[config.mk]
export PLATFORM = sky130hd
export DESIGN_NAME = xdisp_scan
export DESIGN_NICKNAME = d
export VERILOG_FILES = /design/src/rtl/xdisp_scan.sv
export SDC_FILE = /design/constraint.sdc
export NUM_CORES = 1
export LEC_CHECK = 0
export ABC_AREA = 1
export ABC_CLOCK_PERIOD_IN_PS = 1600
export CORE_ASPECT_RATIO = 1.4
export CORE_MARGIN = 4
export CORE_UTILIZATION = 55
export CTS_BUF_LIST = sky130_fd_sc_hd__clkbuf_4 sky130_fd_sc_hd__clkbuf_8
export DETAILED_ROUTE_END_ITERATION = 8
export PLACE_DENSITY = 0.83
export RECOVER_POWER = 100
export SLEW_MARGIN = 20
export SYNTH_ARGS = -nofsm -noshare
export SYNTH_HDL_FRONTEND = slang
export SYNTH_SLANG_ARGS = --single-unit
[constraint.sdc]
create_clock -name clk -period 1.6 [get_ports clk]
set_input_delay 0.4 -clock clk [delete_from_list [all_inputs] [get_ports clk]]
set_output_delay 0.4 -clock clk [all_outputs]
set_load 0.02 [all_outputs]
[src/rtl/xdisp_scan.sv]
// xdisp_scan: binary-to-BCD converting, multiplexed 7-segment display driver
// with sign digit, decimal point, overflow dashes and fixed text messages.
module xdisp_scan #(
    parameter int DATA_W  = 8,
    parameter int NDIGITS = 4,
    parameter int SCAN_W  = 18
) (
    input  logic                       clk,
    input  logic                       rst,
    input  logic                       wr_en,
    input  logic [DATA_W-1:0]          wr_data,
    input  logic                       wr_sgn,
    input  logic [$clog2(NDIGITS)-1:0] wr_dot,
    input  logic [1:0]                 wr_msg,
    output logic                       busy,
    output logic [NDIGITS-1:0]         disp_select,
    output logic [7:0]                 disp_value
);
    localparam int NB = NDIGITS - 1;
    localparam int IW = $clog2(NDIGITS);
    localparam int CW = $clog2(DATA_W);
    localparam logic [31:0] LIMIT = 32'(10**NB - 1);

    typedef enum logic [1:0] {IDLE, CONV, LOAD} state_t;

    state_t            state;
    logic [CW-1:0]     cnt;
    logic [DATA_W-1:0] mag;
    logic [4*NB-1:0]   bcd, bcd_adj, d_bcd;
    logic              p_sgn, p_ovf, d_sgn, d_ovf;
    logic [IW-1:0]     p_dot, d_dot, idx;
    logic [1:0]        p_msg, d_msg;
    logic [SCAN_W-1:0] pre;
    logic [NDIGITS-1:0] nz;
    logic [3:0]        dig;
    logic [7:0]        seg;
    logic              acc;

    function automatic logic [7:0] dig_seg(input logic [3:0] d);
        case (d)
            4'd0: return 8'hC0;
            4'd1: return 8'hF9;
            4'd2: return 8'hA4;
            4'd3: return 8'hB0;
            4'd4: return 8'h99;
            4'd5: return 8'h92;
            4'd6: return 8'h82;
            4'd7: return 8'hF8;
            4'd8: return 8'h80;
            4'd9: return 8'h90;
            default: return 8'hFF;
        endcase
    endfunction

    // p counts characters from the leftmost (sign) digit
    function automatic logic [7:0] msg_seg(input logic [1:0] m, input int p);
        logic [23:0] s;
        s = m == 2'b01 ? 24'hC08CFF : m == 2'b10 ? 24'hC188C7 : 24'h86AFAF;
        return p > 2 ? 8'hFF : s[8*(2-p) +: 8];
    endfunction

    always_comb begin
        bcd_adj = bcd;
        for (int i = 0; i < NB; i++)
            bcd_adj[4*i +: 4] = bcd[4*i +: 4] > 4'd4 ? bcd[4*i +: 4] + 4'd3 : bcd[4*i +: 4];
    end

    // Upper BCD digits are dropped during shifting; overflow masks that case.
    always_ff @(posedge clk or negedge rst) begin
        if (!rst) begin
            state <= IDLE;
            busy  <= 1'b0;
            cnt   <= '0;
            mag   <= '0;
            bcd   <= '0;
            p_sgn <= 1'b0;
            p_ovf <= 1'b0;
            p_dot <= '0;
            p_msg <= '0;
            d_bcd <= '0;
            d_sgn <= 1'b0;
            d_ovf <= 1'b0;
            d_dot <= '0;
            d_msg <= '0;
        end else begin
            case (state)
                IDLE: if (wr_en) begin
                    state <= CONV;
                    busy  <= 1'b1;
                    cnt   <= '0;
                    mag   <= wr_data;
                    bcd   <= '0;
                    p_sgn <= wr_sgn;
                    p_dot <= wr_dot;
                    p_msg <= wr_msg;
                    p_ovf <= {{(32-DATA_W){1'b0}}, wr_data} > LIMIT;
                end
                CONV: begin
                    {bcd, mag} <= {bcd_adj[4*NB-2:0], mag, 1'b0};
                    cnt <= cnt + 1'b1;
                    if (cnt == CW'(DATA_W-1))
                        state <= LOAD;
                end
                LOAD: begin
                    state <= IDLE;
                    busy  <= 1'b0;
                    d_bcd <= bcd;
                    d_sgn <= p_sgn;
                    d_ovf <= p_ovf;
                    d_dot <= p_dot;
                    d_msg <= p_msg;
                end
                default: state <= IDLE;
            endcase
        end
    end

    always_comb begin
        nz  = '0;
        acc = 1'b0;
        for (int i = NB-1; i >= 0; i--) begin
            acc   = acc | (d_bcd[4*i +: 4] != 4'd0);
            nz[i] = acc;
        end
    end

    assign dig = 4'(d_bcd >> {idx, 2'b00});

    always_comb begin
        seg = 8'hFF;
        if (d_msg != 2'b00)
            seg = msg_seg(d_msg, NB - int'(idx));
        else if (d_ovf)
            seg = 8'hBF;
        else if (idx == IW'(NB))
            seg = d_sgn && nz[0] ? 8'hBF : 8'hFF;
        else if (idx == '0 || nz[idx] || idx <= d_dot)
            seg = dig_seg(dig);
        if (d_msg == 2'b00 && !d_ovf && d_dot != '0 && d_dot == idx)
            seg[7] = 1'b0;
    end

    always_ff @(posedge clk or negedge rst) begin
        if (!rst) begin
            pre         <= '0;
            idx         <= '0;
            disp_select <= ~NDIGITS'(1);
            disp_value  <= 8'hC0;
        end else begin
            pre <= pre + 1'b1;
            if (&pre)
                idx <= idx == IW'(NDIGITS-1) ? '0 : idx + 1'b1;
            disp_select <= ~(NDIGITS'(1) << idx);
            disp_value  <= seg;
        end
    end
endmodule

==> results of run 1 <==
timing repair:
| action | in CTS | in global routing |
|---|---|---|
| pin swaps | 19 | 19 |
| setup buffers | 7 | 9 |
| hold endpoints to repair | 20 | 0 |
| gates resized for setup | 41 | 21 |
| hold buffers | 1 | 0 |
| endpoints found under the setup margin | 22 | 15 |
| gates cloned | 0 | 0 |
cell usage after synthesis (2+ instances only):
cell and instances:
clkbuf_1 5, a221oi_1 7, o21ai_0 38, inv_1 60, nand2_4 3, ha_1 22
a31oi_1 3, xor2_1 15, nor2_4 5, o31ai_1 2, nand3_1 20, nand2_2 9
nor2_2 5, nor2_1 31, nor3_2 2, nor3_1 12, xnor2_1 3, inv_4 2
nand2_1 74, o22ai_1 6, dfrtp_1 75, o32ai_1 2, mux2_2 3, a21oi_1 10
inv_2 4, dfstp_2 5, a22o_1 2, buf_2 2, nand3_2 3, nand4_1 2
power by group through the flow:
stage	clock network (mW)	registers, mW	logic (mW)
floorplan	0	3.11	2.14
global placement	0	3.04	3.06
detailed placement	0	3.07	3.21
CTS	1.44	3.03	3.37
global route	1.53	3.10	4.03
finish	1.42	3.04	3.62
routing by layer:
metal | up-vias | share of wire [%] | track usage, % | wire length (µm)
met5 | - | 0 | 0 | 0
met4 | 0 | 5.1 | 11.7 | 488
met3 | 47 | 4.4 | 5.08 | 426
met2 | 134 | 52 | 40.2 | 5000
met1 | 1653 | 39 | 24.3 | 3720
li1 | 1582 | - | - | -
kinds of logic (layout without fill, tap and decap cells):
logic type / Yosys count / in the layout / synth area share [%]
flops: 80 / 80 / 49.3
simple gates: 169 / 169 / 20.8
xor+xnor: 18 / 18 / 3.87
buf+inv: 74 / 156 / 7.10
mux: 3 / 3 / 0.830
fa+ha+maj: 22 / 22 / 6.76
compound gates: 75 / 75 / 11.3
state kept, by name, summed over array words and instances, names as in the netlist, 2 cells and up:
| signal | count |
|---|---|
| disp_value | 8 |
| p_dot | 2 |
| cnt | 3 |
| mag | 8 |
| disp_select | 4 |
| d_msg | 2 |
| p_msg | 2 |
| state | 2 |
| d_bcd | 12 |
| bcd | 12 |
| d_dot | 2 |
| idx | 2 |
| pre | 18 |
placed cells by master, fill, tap and decap left out, types with 4 or more instances in the layout:
cell / Yosys / final
a21oi_1: 10 / 8
a221oi_1: 7 / 7
buf_4: 1 / 40
clkbuf_8: 0 / 9
clkdlybuf4s50_1: 0 / 14
clkinv_2: 0 / 4
dfrtp_1: 75 / 73
dfstp_2: 5 / 5
dlygate4sd2_1: 0 / 8
ha_1: 22 / 14
ha_4: 0 / 5
inv_1: 60 / 55
inv_2: 4 / 7
nand2_1: 74 / 68
nand2_2: 9 / 14
nand2_4: 3 / 4
nand3_1: 20 / 14
nand3_2: 3 / 7
nor2_1: 31 / 27
nor2_2: 5 / 8
nor2_4: 5 / 6
nor3_1: 12 / 12
o21ai_0: 38 / 35
o22ai_1: 6 / 6
xor2_1: 15 / 15
tightest hold or removal path: stages (launching register included):
cell and delay [ns]:
dfrtp_1 0.34, nand2_1 0.05, nand2_1 0.04
worst paths after layout:
kind	from	slack, ns	depth (start not counted)	to
worst min-delay path	busy	0.47	2	busy
max in group asynchronous	rst	0.32	3	disp_select[3]
worst max register to register	idx[0]	-0.21	12	disp_value[5]
min in group asynchronous	rst	0.57	2	pre[12]
worst min register to register	busy	0.47	2	busy
worst max-delay path	idx[0]	-0.21	12	disp_value[5]
layout make-up:
class | count | share of cell area, %
Timing Repair Buffer | 75 | 12.4
Inverter | 66 | 5.13
Sequential cell | 80 | 38.9
Multi-Input combinational cell | 287 | 37.7
Clock inverter | 5 | 0.969
Tap cell | 95 | 2.30
Clock buffer | 10 | 2.54
==> impl_results.md, run 1 <==
* Critical Path Source Type: register
* DR WL/cell at 15.6 µm
* # Max-Cap Violations at 0
* Inserted Clock Buffers at 9
* Syn Area/Cell at 9.23 µm²
* DRC at 0
* Vias in the first global route at 3310
* Setup TNS at -1.12 ns
* Final Instance Count excl. Fillers at 618
* Total power at 8.08 mW
* Final setup violating endpoints at 7
* Post-Syn Instances at 441
* Clk Latency, worst-skew pair at 0.36 ns
* Rows at 36
* Initial antenna violation count at 0
* Drt via density at 5.53
* CTS Buffer Depth at 2
* Min-delay worst type: reg2reg
* Chip Height at 110 µm
* Post-synth top flop: dfrtp_1
* Post-layout min period at 1.81 ns
* Clk pwr share at 17.6%
* Layout cells sized above 1 at 27.9%
* H-tree depth at 3
* Fillcell total at 484
* Post-synthesis net count at 479
* Comb pwr share at 44.8%
* Core Area at 0.00707 mm²
* Area of the multi-input gates at 0.00195 mm²
* Largest area contributor in the netlist: dfrtp_1
* Register Area at 0.00201 mm²
* Final net count at 557
* CP bufs+invs at 2
* P_int at 4.83 mW
* Setup Skew at 0.0103 ns
* Synth top area cells: dfrtp_1 46%, nand2_1 6.8%, ha_1 6.8%, inv_1 5.5%, o21ai_0 4.7%
* CP arrival at 2.06 ns
* Crit path max fanout at 6
* Worst path slowest cell: dfrtp_2
* Seq/Total Area, Yosys at 49.3%
* Synth Cell Area at 0.00407 mm²
* Critical path cell sequence: inv_8 -> nor2_4 -> nand2_2 -> nand2_2 -> nor2_4 -> ha_4 -> nand4_1 -> buf_4 -> nand3_2 -> nand2_1 -> nor2_1 -> nor2_1
* Worst-Margin Slew at 0.593 ns
* CTS tree: yes
* Switching part of the total at 40.2%
* Pwr dens at 1560 mW/mm²
* Net Sw Power at 3.24 mW
* Period utilization at 113%
* Global route overflow at 0
* Routed Antenna Nets at 0
* Worst slew margin at 60.4%
* First-pass GRT wire length at 15100 µm
* Fin util at 73.1%
* Port bufs at 28
* Io pins at 29
* GP Congestion at 0.900
* Routed WL at 9640 µm
* Flop pwr share at 37.6%
* Post-Place Setup Slack at -0.211 ns
* CP endpoint kind: register
* Hold_ws at 0.470 ns
* Count of final hold-check violations at 0
* Via count at 3416
* Status: finished, violations left
* P_leak at 2.50 nW
* WS Path Type: reg2reg
* RSZ-0062 raised after global routing: yes
* Placed cell areas at 0.00471 mm²
* Final instance area at 0.00517 mm²
* Critical path's top delay family: simple AND/OR/NAND/NOR gates
* Gr usage total at 22.4%
* DIE AREA at 0.00886 mm²
* CTS Sinks at 80
* Die Wd at 80.7 µm
* Post-DP HPWL at 6310 µm
* Setup ws final at -0.214 ns
* Initial drt markers at 220
* Failing checks: negative setup slack
* Worst vdd ir at 1.04 mV
* Share of the synthesized area in the top cell type at 46.1%
* FF+latch count, synth at 80
* Max incr delay on CP at 0.51 ns
* Cells after DPL at 586
* Largest net degree at the start of global routing at 44
* CTS clk-pin slew, worst paths at 0.08 ns
* Post-synthesis cell type count at 39
* F_max at 0.551 GHz
* Post-synth EDFFs at 0
* Drt first pass iters at 5
* Root Buffer: clkbuf_8
* N_diodes at 0
* Slew Viols, Final at 0
* Async SR Flop Fraction at 100%
* Synth warn at 0
* CP required at 1.85 ns
* Initial core utilization at 57.6%
* Area grow syn2layout at 26.9%
Note: power is estimated with default switching activity, not from simulation.
==> run 2: changes to the inputs <==
- CTS_CLUSTER_DIAMETER: unset -> 80
- SLEW_MARGIN: 20 -> 15
==> results of run 2 <==
The final DEF is identical to that of run 1; final timing and power are the same.
